<file path="config.mk">
export PLATFORM = sky130hd
export DESIGN_NAME = non_res_div_param_flat
export DESIGN_NICKNAME = d
export VERILOG_FILES = /design/src/rtl/non_res_div_param_if.sv /design/src/rtl/non_res_div_param.sv /design/src/flat_wrapper.sv
export SDC_FILE = /design/constraint.sdc
export NUM_CORES = 1
export LEC_CHECK = 0
export ABC_AREA = 1
export BUFFER_PORTS_ARGS = -buffer_cell sky130_fd_sc_hd__buf_2
export CORE_MARGIN = 2
export CORE_UTILIZATION = 45
export DETAILED_ROUTE_END_ITERATION = 10
export PLACE_DENSITY_LB_ADDON = 0.12
export SETUP_SLACK_MARGIN = 0.05
export SLEW_MARGIN = 20
export SYNTH_ARGS = -nofsm -noshare
export SYNTH_HDL_FRONTEND = slang
export SYNTH_SLANG_ARGS = --single-unit
</file>
<file path="constraint.sdc">
create_clock -name clk -period 4.7 [get_ports clk]
set_input_delay 0.47 -clock clk [delete_from_list [all_inputs] [get_ports clk]]
set_output_delay 0.47 -clock clk [all_outputs]
set_load 0.05 [all_outputs]
</file>
<file path="src/rtl/non_res_div_param_if.sv">
// Operand/result bus bundle for non_res_div_param.
//   begin_div : start request (master -> slave)
//   in_bus    : operand bus, dividend hi, dividend lo, divisor (master -> slave)
//   fin       : result strobe, quotient cycle then remainder cycle (slave -> master)
//   out_bus   : quotient, then remainder, 0 otherwise (slave -> master)
//   busy      : operation in flight (slave -> master)
//   err_div0  : divisor was zero (slave -> master)
//   err_ovf   : quotient does not fit in BUS_W bits (slave -> master)
interface non_res_div_param_if #(
    parameter int BUS_W = 8
);
    logic             begin_div;
    logic [BUS_W-1:0] in_bus;
    logic             fin;
    logic [BUS_W-1:0] out_bus;
    logic             busy;
    logic             err_div0;
    logic             err_ovf;

    modport master (
        output begin_div, in_bus,
        input  fin, out_bus, busy, err_div0, err_ovf
    );

    modport slave (
        input  begin_div, in_bus,
        output fin, out_bus, busy, err_div0, err_ovf
    );
endinterface

</file>
<file path="src/rtl/non_res_div_param.sv">
// Multi-cycle unsigned non-restoring divider: 2*BUS_W-bit dividend divided by a
// BUS_W-bit divisor. Operands arrive serially on in_bus (dividend high word,
// dividend low word, divisor); quotient then remainder leave serially on out_bus
// with fin high for both cycles. Divide-by-zero and quotient overflow are
// flagged and return quotient = all ones, remainder = dividend low word.
//   clk : system clock, rising edge
//   rst : asynchronous active-low reset
//   dif : slave side of non_res_div_param_if (begin_div, in_bus, fin,
//         out_bus, busy, err_div0, err_ovf)
module non_res_div_param #(
    parameter  int BUS_W = 8,
    localparam int CNT_W = $clog2(BUS_W + 1)
) (
    input  logic                  clk,
    input  logic                  rst,
    non_res_div_param_if.slave    dif
);

    typedef enum logic [3:0] {
        IDLE,
        LOAD_HI,
        LOAD_LO,
        LOAD_DIV,
        CHECK,
        CALC,
        CORR,
        OUT_Q,
        OUT_R
    } state_t;

    state_t                   r_state;
    logic signed [BUS_W:0]    r_p;      // partial remainder
    logic        [BUS_W-1:0]  r_q;      // dividend low word, becomes quotient
    logic        [BUS_W-1:0]  r_div;
    logic        [CNT_W-1:0]  r_cnt;
    logic                     r_fin;
    logic        [BUS_W-1:0]  r_out;
    logic                     r_busy;
    logic                     r_err_div0;
    logic                     r_err_ovf;

    logic signed [BUS_W:0]    w_p_step;
    logic        [BUS_W-1:0]  w_q_step;
    logic signed [BUS_W:0]    w_p_rest;

    // One non-restoring iteration on the shifted partial remainder. The shifted
    // value can exceed the W+1-bit signed range, but the add/subtract result
    // always lies in [-divisor, divisor), so wrap-around arithmetic is exact.
    function automatic logic signed [BUS_W:0] nr_step(
        input logic signed [BUS_W:0]  p,
        input logic                   q_msb,
        input logic        [BUS_W-1:0] dv
    );
        logic signed [BUS_W:0] sh;
        logic signed [BUS_W:0] de;
        sh = {p[BUS_W-1:0], q_msb};
        de = {1'b0, dv};
        return p[BUS_W] ? (sh + de) : (sh - de);
    endfunction

    // Final restore: a negative remainder is pulled back into [0, divisor).
    function automatic logic signed [BUS_W:0] nr_restore(
        input logic signed [BUS_W:0]  p,
        input logic        [BUS_W-1:0] dv
    );
        logic signed [BUS_W:0] de;
        de = {1'b0, dv};
        return p[BUS_W] ? (p + de) : p;
    endfunction

    always_comb begin
        w_p_step = nr_step(r_p, r_q[BUS_W-1], r_div);
        w_q_step = {r_q[BUS_W-2:0], ~w_p_step[BUS_W]};
        w_p_rest = nr_restore(r_p, r_div);
    end

    always_ff @(posedge clk or negedge rst) begin
        if (!rst) begin
            r_state    <= IDLE;
            r_p        <= '0;
            r_q        <= '0;
            r_div      <= '0;
            r_cnt      <= '0;
            r_fin      <= 1'b0;
            r_out      <= '0;
            r_busy     <= 1'b0;
            r_err_div0 <= 1'b0;
            r_err_ovf  <= 1'b0;
        end else begin
            case (r_state)
                IDLE: begin
                    r_fin <= 1'b0;
                    r_out <= '0;
                    if (dif.begin_div) begin
                        r_err_div0 <= 1'b0;
                        r_err_ovf  <= 1'b0;
                        r_busy     <= 1'b1;
                        r_state    <= LOAD_HI;
                    end
                end
                LOAD_HI: begin
                    r_p     <= {1'b0, dif.in_bus};
                    r_state <= LOAD_LO;
                end
                LOAD_LO: begin
                    r_q     <= dif.in_bus;
                    r_state <= LOAD_DIV;
                end
                LOAD_DIV: begin
                    r_div   <= dif.in_bus;
                    r_state <= CHECK;
                end
                CHECK: begin
                    if ((r_div == '0) || (r_p[BUS_W-1:0] >= r_div)) begin
                        // Error result: park the low word as the remainder so
                        // OUT_Q can treat both paths the same way.
                        r_err_div0 <= (r_div == '0);
                        r_err_ovf  <= (r_div != '0);
                        r_p        <= {1'b0, r_q};
                        r_q        <= '1;
                        r_fin      <= 1'b1;
                        r_out      <= '1;
                        r_state    <= OUT_Q;
                    end else begin
                        r_cnt   <= CNT_W'(BUS_W);
                        r_state <= CALC;
                    end
                end
                CALC: begin
                    r_p   <= w_p_step;
                    r_q   <= w_q_step;
                    r_cnt <= r_cnt - CNT_W'(1);
                    if (r_cnt == CNT_W'(1)) begin
                        r_state <= CORR;
                    end
                end
                CORR: begin
                    r_p     <= w_p_rest;
                    r_fin   <= 1'b1;
                    r_out   <= r_q;
                    r_state <= OUT_Q;
                end
                OUT_Q: begin
                    r_fin   <= 1'b1;
                    r_out   <= r_p[BUS_W-1:0];
                    r_state <= OUT_R;
                end
                OUT_R: begin
                    r_fin   <= 1'b0;
                    r_out   <= '0;
                    r_busy  <= 1'b0;
                    r_state <= IDLE;
                end
                default: begin
                    r_fin   <= 1'b0;
                    r_out   <= '0;
                    r_busy  <= 1'b0;
                    r_state <= IDLE;
                end
            endcase
        end
    end

    assign dif.fin      = r_fin;
    assign dif.out_bus  = r_out;
    assign dif.busy     = r_busy;
    assign dif.err_div0 = r_err_div0;
    assign dif.err_ovf  = r_err_ovf;

endmodule

</file>
<file path="src/flat_wrapper.sv">
// flat-port wrapper written by rule: the top's interface ports become plain ports
module non_res_div_param_flat 
#(
    parameter  int BUS_W = 8,
    localparam int CNT_W = $clog2(BUS_W + 1)
)
  (clk, rst, dif_begin_div, dif_in_bus, dif_fin, dif_out_bus, dif_busy, dif_err_div0, dif_err_ovf);
  non_res_div_param_if #(.BUS_W(BUS_W)) dif_i ();
  input  logic clk;
  input  logic rst;
  input wire logic [$bits(dif_i.begin_div)-1:0] dif_begin_div;
  input wire logic [$bits(dif_i.in_bus)-1:0] dif_in_bus;
  output wire logic [$bits(dif_i.fin)-1:0] dif_fin;
  output wire logic [$bits(dif_i.out_bus)-1:0] dif_out_bus;
  output wire logic [$bits(dif_i.busy)-1:0] dif_busy;
  output wire logic [$bits(dif_i.err_div0)-1:0] dif_err_div0;
  output wire logic [$bits(dif_i.err_ovf)-1:0] dif_err_ovf;
  assign dif_i.begin_div = dif_begin_div;
  assign dif_i.in_bus = dif_in_bus;
  assign dif_fin = dif_i.fin;
  assign dif_out_bus = dif_i.out_bus;
  assign dif_busy = dif_i.busy;
  assign dif_err_div0 = dif_i.err_div0;
  assign dif_err_ovf = dif_i.err_ovf;
  non_res_div_param #(.BUS_W(BUS_W)) u_core (.clk(clk), .rst(rst), .dif(dif_i));
endmodule
</file>
==> results of run 1 <==
## state kept, by name (all words and copies together) (netlist names)
signal	flops
u_core.dif.busy	1
u_core.dif.err_div0	1
u_core.dif.err_ovf	1
u_core.dif.fin	1
u_core.dif.out_bus	8
u_core.r_cnt	4
u_core.r_div	8
u_core.r_p	9
u_core.r_q	8
u_core.r_state	4
## logic make-up after synthesis
family / after synthesis / share of synthesized area [%]
AND/OR/NAND/NOR: 225 / 29.4
buffers and inverters: 67 / 8.16
flip-flops: 45 / 33.5
AO/OA/AOI/OAI: 86 / 14.9
adder cells (fa/ha/maj): 31 / 12.0
XOR/XNOR: 8 / 2.09
## synthesized netlist by cell type, types with 3 or more instances
| master | n |
|---|---|
| xor2_1 | 7 |
| nand3_1 | 39 |
| o22ai_1 | 7 |
| buf_4 | 3 |
| a21oi_1 | 27 |
| nand2_1 | 126 |
| ha_1 | 29 |
| nand3b_1 | 5 |
| nor2_2 | 6 |
| nor2_1 | 35 |
| inv_2 | 7 |
| o21ai_0 | 15 |
| nand2_2 | 7 |
| inv_1 | 51 |
| dfrtp_1 | 45 |
| o21ai_1 | 18 |
| a221oi_1 | 8 |
## cell usage in the layout, fill, tap and decap left out, types with 2 or more instances in the layout
cell       count
nand2_1      126
inv_1         51
dfrtp_1       45
nand3_1       39
nor2_1        35
ha_1          29
a21oi_1       27
buf_2         21
o21ai_1       18
o21ai_0       15
a221oi_1       8
xor2_1         7
nand2_2        7
inv_2          7
o22ai_1        7
nor2_2         6
nand3b_1       5
clkbuf_8       5
a31oi_1        2
a22oi_1        2
nand2_4        2
o21bai_1       2
fa_1           2
bufinv_16      2
## worst max path at each step
stage	startpoint	endpoint	slack, ns	cells after the start
finish	u_core.r_div[1]	u_core.r_p[6]	2.26	16
global route	u_core.r_div[1]	u_core.r_p[6]	1.92	16
CTS	u_core.r_div[1]	u_core.r_p[6]	2.27	16
detailed placement	u_core.r_div[1]	u_core.r_p[6]	2.29	16
global placement	u_core.r_div[0]	u_core.r_p[6]	2.34	16
floorplan	u_core.r_div[1]	u_core.r_p[6]	2.51	16
## worst max-delay path, delay by kind of cell, from the launching register on
family                     cells  cell delay, ns
buffers and inverters          4            0.31
adders and majority gates      2            0.74
AOI/OAI and AO/OA              1            0.22
and+or+nand+nor                9            0.69
DFF                            1            0.38
## area by class of cell
type | count | area (um^2) | area share [%]
clock buffer | 5 | 68.8 | 1.87
timing repair buffer | 22 | 113 | 3.05
clock inverter | 3 | 68.8 | 1.87
inverter | 60 | 228 | 6.18
multi-input combinational | 350 | 1960 | 53.1
sequential | 45 | 1130 | 30.5
tap | 99 | 124 | 3.36
## stage by stage
stage	util, %	cell area (um^2)	setup WS, ns	std cells
finish	50.8	3690	2.26	584
global route	50.8	3690	1.92	584
CTS	50.8	3680	2.27	584
detailed placement	48.9	3550	2.29	576
global placement	48.9	3550	2.34	576
floorplan	-	3360	2.51	462
## routing by layer
| layer | up-vias | wire (um) | share of wire [%] | GRT usage, % |
|---|---|---|---|---|
| met5 | - | 0 | 0 | 0 |
| met4 | 0 | 144 | 1.6 | 4.87 |
| met3 | 14 | 476 | 5.4 | 4.01 |
| met2 | 82 | 3930 | 45 | 36.3 |
| met1 | 1450 | 4210 | 48 | 32.2 |
| li1 | 1571 | - | - | - |
==> summary.md, run 1 <==
| Metric | Value |
|---|---|
| Sequential area share after synthesis | around a third |
| Critical path required time | 4.90 ns |
| CP most frequent cell | nand2_1 |
| WS Path Type | flip-flop to flip-flop |
| Antenna violations before repair | 0 |
| RSZ-0062 raised after global routing | false |
| Status | finished clean |
| Max cap viols | 0 |
| Synth top area share | 33.5% |
| Cells after synthesis | 462 |
| Iteration-0 DRC Markers | 218 |
| Syn-to-layout area delta | 9.76% |
| Worst Path Max Fanout | 5 |
| Fin nets | 526 |
| Slowest CP cell | fa_1 |
| Fillers | 757 |
| Fin crit share | 51.9% |
| Io pins | 23 |
| Setup crit end kind | flip-flop |
| Overall global routing resource usage | between 20% and 30% |
| Worst min path class | input pin to asynchronous set/reset pin |
| Fmax | approximately 410 MHz |
| Vias in the first global route | 2,945 |
| Share of layout cells above drive strength 1 | 11.8% |
| Ant. Diodes | 0 |
| Ys flop type | dfrtp_1 |
| Wirelength per Cell | 15.0 um |
| Average size of a mapped cell | 7.27 um^2 |
| Clk root buf | clkbuf_8 |
| Setup TNS | 0 ns |
| Number of synthesized flops with an enable pin | 0 |
| Row Count | 31 |
| Slew at the pin closest to its max-slew limit | ~0.76 ns |
| Final min period | between 2 and 2.5 ns |
| Die height | 90.4 um |
| Drt drc | 0 |
| Relative slew margins | 49.3% |
| Crit-path cells | inv_1 > ha_1 > inv_1 > o21ai_0 > inv_1 > fa_1 > inv_1 > nand3_1 > nand2_1 > nand3_1 > nand2_1 > nand2_1 > nand3_1 > nand3_1 > nand2_1 > nand2_1 |
| First-pass GRT wire length | between 10 and 15 mm |
| HPWL Detailed | 6.84 mm |
| Fin Clk Skew | 0.0140 ns |
| Reg2reg start | u_core.r_div[1] |
| Final Wtd Congestion | 0.868 |
| PostCTS Resize Cnt | 0 |
| Grt total ovfl | 0 |
| Syn Nets | 504 |
| Endpoints failing setup | 0 |
| Final Max Slew Viols | 0 |
| CP arrival | 2.64 ns |
| H-tree depth | 2 |
| First drt pass iteration count | 4 |
| Die X | 90.4 um |
| TritonCTS clock tree | built |
| Core box area | 0.00725 mm^2 |
| Asr flop ratio synth | 100% |
| Num CTS Buffers | 5 |
| Port buffer count | 22 |
| R2R Setup Slk | 2.26 ns |
| Mapped cell area | 0.00336 mm^2 |
| Critical Path Source Type | flip-flop |
| Antenna Nets Post-Route | 0 |
| Synth cell types | 38 |
| Hold slack final | 0.157 ns |
| Vias/cell | roughly 5.3 |
| Syn. warnings | 0 |
| Hold_buf cts | 0 |
| Clock Latency Late Sink | 0.30 ns |
| Synthesis-stage register bit count | 45 |
| Vias | between 3,000 and 4,000 |
| R2R cell count | 16 |
| Die area | 0.00817 mm^2 |
| Largest net degree at the start of global routing | 46 |
| Final wirelength | 8.76 mm |
| Final hold vios | 0 |
| CP max stage delay | 0.44 ns |
| Top cell type by total area after synthesis | dfrtp_1 |
| Initial core utilization | 46.3% |
| Clk sinks | 45 |
| CTS clk-pin slew, worst paths | 0.10 ns |
| R2r endpoint | u_core.r_p[6] |
| Synth area leaders | dfrtp_1 (34%), nand2_1 (14%), ha_1 (11%) |
| Post-CTS Setup Repair Bufs | 0 |
| Clock Path Buffers | 2 |
Power of run 1 is left out: the tool's default activity adds up to more than one toggle a clock period on the data nets, which glitch-free logic cannot reach.
==> run 2, diff against run 1 <==
- clock period: 4.7 -> 2.1 ns (I/O delays scaled with it)
==> run 2 against run 1 <==
The flow now finishes with violations (setup timing); clock skew rose by 0.00079 ns; first-iteration DRC count shrank 6.4%; non-clock buffer count increased by 42; flip-flop and latch count stayed put.
==> summary.md, run 2 (synthesis gave the netlist of run 1 again) <==
| Metric | Value |
|---|---|
| Status | finished, violations left |
| Failing checks | setup timing |
| Port buffer count | 22 |
| Antenna Nets Post-Route | 0 |
| Vias in the first global route | ~3,100 |
| Fin area | ~0.0043 mm^2 |
| Clk root buf | clkbuf_8 |
| Vias/cell | 5.22 |
| CTS clk-pin slew, worst paths | approximately 0.1 ns |
| Drt drc | 0 |
| Die area | 0.00817 mm^2 |
| Vias | 3,269 |
| Clock Path Buffers | 2 |
| Io pins | 23 |
| Initial core utilization | around 46% |
| Area of the multi-input gates | 0.00218 mm^2 |
| Worst Path Max Fanout | 4 |
| Reg with most FFs | u_core.r_p |
| Iteration-0 DRC Markers | 204 |
| Fin nets | 568 |
| Row Count | 31 |
| Fin Clk Skew | approximately 0.015 ns |
| Area post-placement | 0.00380 mm^2 |
| Fmax | 475 MHz |
| RSZ-0062 raised after global routing | true |
| Critical Path Source Type | flip-flop |
| Wirelength per Cell | between 15 and 20 um |
| Core box area | between 0.007 and 0.008 mm^2 |
| Final Max Slew Viols | 0 |
| TritonCTS clock tree | built |
| Clk sinks | 45 |
| Antenna violations before repair | 0 |
| H-tree depth | 2 |
| Placed insts | 608 |
| Die height | 90.4 um |
| Final Wtd Congestion | slightly above 0.9 |
| Endpoints failing setup | 1 |
| Syn-to-layout area delta | 26.7% |
| HPWL Detailed | 7.50 mm |
| Worst min path class | input pin to flip-flop |
| First-pass GRT wire length | 15.8 mm |
| Final std cells w/o fill | 626 |
| Largest net degree at the start of global routing | 34 |
| Share of layout cells above drive strength 1 | between 20% and 30% |
| Fillers | 708 |
| Overall global routing resource usage | 24.3% |
| Most frequent cells in the layout | nand2_1 (118), inv_1 (43), dfrtp_1 (43) |
| First drt pass iteration count | 4 |
| Largest register FFs | 9 |
| Num CTS Buffers | 5 |
| Grt total ovfl | 0 |
| Final hold vios | 0 |
| Max cap viols | 0 |
| Setup TNS | -0.00353 ns |
| Slew at the pin closest to its max-slew limit | 0.773 ns |
| Final wirelength | 9.67 mm |
| Commonest non-fill, non-tap cell in the layout | nand2_1 |
| Worst setup margin | -0.00353 ns |
| Setup crit end kind | flip-flop |
| Reg area | ~0.0011 mm^2 |
| Fin crit share | 100% |
| Critical path required time | 2.34 ns |
| Final min period | 2.10 ns |
| WS Path Type | flip-flop to flip-flop |
| CP arrival | 2.34 ns |
| Clock Latency Late Sink | 0.30 ns |
| Relative slew margins | just under 50% |
| Die X | 90.4 um |
| Ant. Diodes | 0 |
-- run 2: critical path: stages, from the launching register on --
cell	delay, ns
dfrtp_1	0.39
inv_2	0.12
ha_4	0.16
nand2_2	0.07
o21ai_2	0.12
xor2_1	0.17
ha_1	0.29
nand2_2	0.11
inv_1	0.04
nand2_1	0.07
nand2_2	0.06
a21oi_2	0.10
nand3_1	0.09
nand3_2	0.08
nand2_1	0.05
a21oi_1	0.11
-- run 2: path summary, 6_finish.rpt --
path                                     start                  end  slack (ns)  depth (start not counted)
max                            u_core.r_div[1]        u_core.r_q[0]      -0.004                         15
min                              dif_begin_div      u_core.dif.busy        0.18                          2
max reg2reg                    u_core.r_div[1]        u_core.r_q[0]      -0.004                         15
min reg2reg                u_core.dif.err_div0  u_core.dif.err_div0        0.49                          2
max in group asynchronous                  rst        u_core.r_p[2]        0.96                          3
min in group asynchronous                  rst        u_core.r_p[6]        0.50                          2
-- run 2: routing by layer --
| metal | vias up | track usage, % | part of all wire, % |
|---|---|---|---|
| met5 | - | 0 | 0 |
| li1 | 1654 | - | - |
| met1 | 1526 | 34.8 | 47 |
| met2 | 76 | 38.9 | 47 |
| met4 | 0 | 5.90 | 1.6 |
| met3 | 13 | 3.34 | 4.5 |
-- run 2: metrics by stage --
stage	hold WS, ns	util, %	setup WS [ns]
2_1_floorplan	-0.0856	-	0.0401
3_3_place_gp	0.327	52.5	-0.0853
3_5_place_dp	0.331	52.5	-0.136
4_1_cts	0.177	55.8	-0.0297
5_1_grt	0.179	58.7	-0.159
6_report	0.184	58.7	-0.00353
-- run 2: final cells by class --
type,count,share of cell area (%)
well taps,99,2.91
multi-input cells,350,51.2
clock buffers,5,1.62
repair buffers,64,10.7
inverters,60,5.41
clock inverters,3,1.62
flip-flops and latches,45,26.5
-- run 2: what timing repair did --
item	4_1_cts	5_1_grt
hold buffers	1	0
endpoints found under the setup margin	15	32
endpoints found under the hold margin	9	0
pin swaps	12	13
setup buffers	4	5
gates resized for setup	19	38
Power of run 2 is left out for the same reason.
==> run 3, diff against run 2 <==
- CORE_ASPECT_RATIO: unset -> 1.1
==> run 3 against run 2 <==
The run ends with hold timing, setup timing left; hold slack lost 0.20 ns; final area grew 0.50%; global-route usage shrank 0.13 points; critical path depth grew 1; die area is essentially flat; sequential share of layout area shrank 0.13 points; first-iteration DRC count shrank 11%; via count grew 0.18%; final cell count shrank 2.4%; worst setup slack lost 0.065 ns; highest routed layer unchanged.
==> summary.md, run 3 (synthesis gave the netlist of run 1 again) <==
| Metric | Value |
|---|---|
| Status | finished, violations left |
| Failing checks | hold timing, setup timing |
| Reg with most FFs | u_core.r_p |
| TritonCTS clock tree | built |
| Clk root buf | clkbuf_8 |
| Fillers | slightly below 700 |
| Initial core utilization | between 40% and 50% |
| Clock Latency Late Sink | around 0.31 ns |
| Relative slew margins | 60.7% |
| CP top delay family | simple AND/OR/NAND/NOR gates |
| Clock Path Buffers | 2 |
| Hold slack final | -0.0145 ns |
| Max cap viols | 0 |
| Final core occ | 58.2% |
| Vias | 3,275 |
| Commonest non-fill, non-tap cell in the layout | nand2_1 |
| Core box area | 0.00735 mm^2 |
| Ant. Diodes | 0 |
| Fin nets | 565 |
| H-tree depth | 2 |
| HPWL Detailed | about 7 mm |
| First-pass GRT wire length | roughly 15 mm |
| WS Path Type | flip-flop to flip-flop |
| Drt drc | 0 |
| Share of layout cells above drive strength 1 | 30.7% |
| Worst min path class | input pin to asynchronous set/reset pin |
| Worst setup margin | -0.0686 ns |
| Overall global routing resource usage | around a quarter |
| CP arrival | 2.38 ns |
| Final Wtd Congestion | 0.899 |
| Row Count | 33 |
| Critical Path Source Type | flip-flop |
| Final hold vios | 45 |
| Worst Path Max Fanout | 4 |
| Fin Clk Skew | about 0.0090 ns |
| Hold_buf cts | 0 |
| Largest net degree at the start of global routing | 46 |
| First drt pass iteration count | 5 |
| Grt total ovfl | 0 |
| Final wirelength | about 9.5 mm |
| Syn-to-layout area delta | 27.3% |
| Slew at the pin closest to its max-slew limit | roughly 0.6 ns |
| Antenna violations before repair | 0 |
| Final min period | roughly 2.2 ns |
| CTS clk-pin slew, worst paths | 0.09 ns |
| Wirelength per Cell | 15.6 um |
| Crit-path cells | inv_2 > buf_4 > buf_6 > a21oi_2 > a22oi_2 > ha_1 > buf_6 > nand3_4 > nand2_4 > nand3_2 > nand2_1 > nand2_1 > nand3_2 > nand3_1 > nand2_1 > nand2_1 |
| Fmax | 461 MHz |
| Die area | slightly above 0.008 mm^2 |
| Num CTS Buffers | 5 |
| Die height | ~95 um |
| Final Max Slew Viols | 0 |
| Vias/cell | approximately 5.4 |
| Post-Place Worst Slack | -0.174 ns |
| Fin crit share | 103% |
| R2R Setup Slk | -0.07 ns |
| Reg area | approximately 0.0011 mm^2 |
| Iteration-0 DRC Markers | ~180 |
| Vias in the first global route | 3,167 |
| Slowest CP cell | dfrtp_1 |
| Io pins | 23 |
| Antenna Nets Post-Route | 0 |
| Clk sinks | 45 |
| RSZ-0062 raised after global routing | true |
| Endpoints failing setup | 4 |
| Critical path required time | 2.31 ns |
| Largest register FFs | 9 |
| Port buffer count | 22 |
| Die X | 86.4 um |
| Area of the multi-input gates | 0.00226 mm^2 |
| CP max stage delay | 0.41 ns |
| CP most frequent cell | nand2_1 |
| Buffers & Inverters on Critical Path | 4 |
| Setup crit end kind | flip-flop |
| Most frequent cells in the layout | nand2_1 (106), dfrtp_1 (43), inv_1 (42) |
[run 3: changes by cell type in the layout (fill, tap and decap cells not counted), moves of 2 or more]
cell	delta
nand2_1	-12
nand2_2	+11
buf_4	-4
a21oi_1	-3
a21oi_2	+3
buf_6	+3
a22oi_1	-2
a22oi_2	+2
[run 3: worst paths after layout]
path,end,cells past startpoint,from
worst min-delay path,u_core.r_cnt[2],2,rst
worst min register to register,u_core.dif.err_ovf,2,u_core.dif.err_ovf
worst max register to register,u_core.r_p[6],16,u_core.r_div[2]
min in group clk,u_core.dif.busy,2,dif_begin_div
max in group asynchronous,u_core.r_p[8],2,rst
worst max-delay path,u_core.r_p[6],16,u_core.r_div[2]
[run 3: layout make-up]
| class | count | share of cell area [%] |
|---|---|---|
| clock buffer | 5 | 1.61 |
| clock inverter | 3 | 1.08 |
| inverter | 60 | 5.44 |
| multi-input combinational | 350 | 52.9 |
| sequential | 45 | 26.4 |
| tap | 87 | 2.54 |
| timing repair buffer | 61 | 10.1 |
[run 3: per-stage QoR]
step                      setup TNS [ns]  cell area [um^2]  std cells  hold slack [ns]
final                             -0.206              4280        611          -0.0145
after global routing               -1.81              4280        611           0.0439
after global placement            -0.365              3770        594            0.327
after CTS                        -0.0384              3960        602          0.00110
after floorplan                        0              3360        462          -0.0856
after detailed placement          -0.535              3770        594            0.337
[run 3: metal layers]
layer  global-route usage (%)  vias to the layer above  share of wire (%)
li1                         -                     1650                  -
met1                     31.3                     1532                 43
met3                     2.19                       14                4.1
met5                        0                        -                  0
met2                     42.4                       79                 51
met4                     7.55                        0                1.6
[run 3: what timing repair did]
action / in CTS / in global routing
gates resized for setup: 18 / 63
setup endpoints to repair: 7 / 32
pin swaps: 9 / 36
setup buffers: 0 / 11
[run 3: worst register-to-register path: stages (launching register included)]
cell,delay (ns)
dfrtp_1,0.41
inv_2,0.07
buf_4,0.13
buf_6,0.12
a21oi_2,0.12
a22oi_2,0.06
ha_1,0.37
buf_6,0.14
nand3_4,0.08
nand2_4,0.10
nand3_2,0.08
nand2_1,0.06
nand2_1,0.05
nand3_2,0.07
nand3_1,0.08
nand2_1,0.08
nand2_1,0.04
Power of run 3 is left out for the same reason.
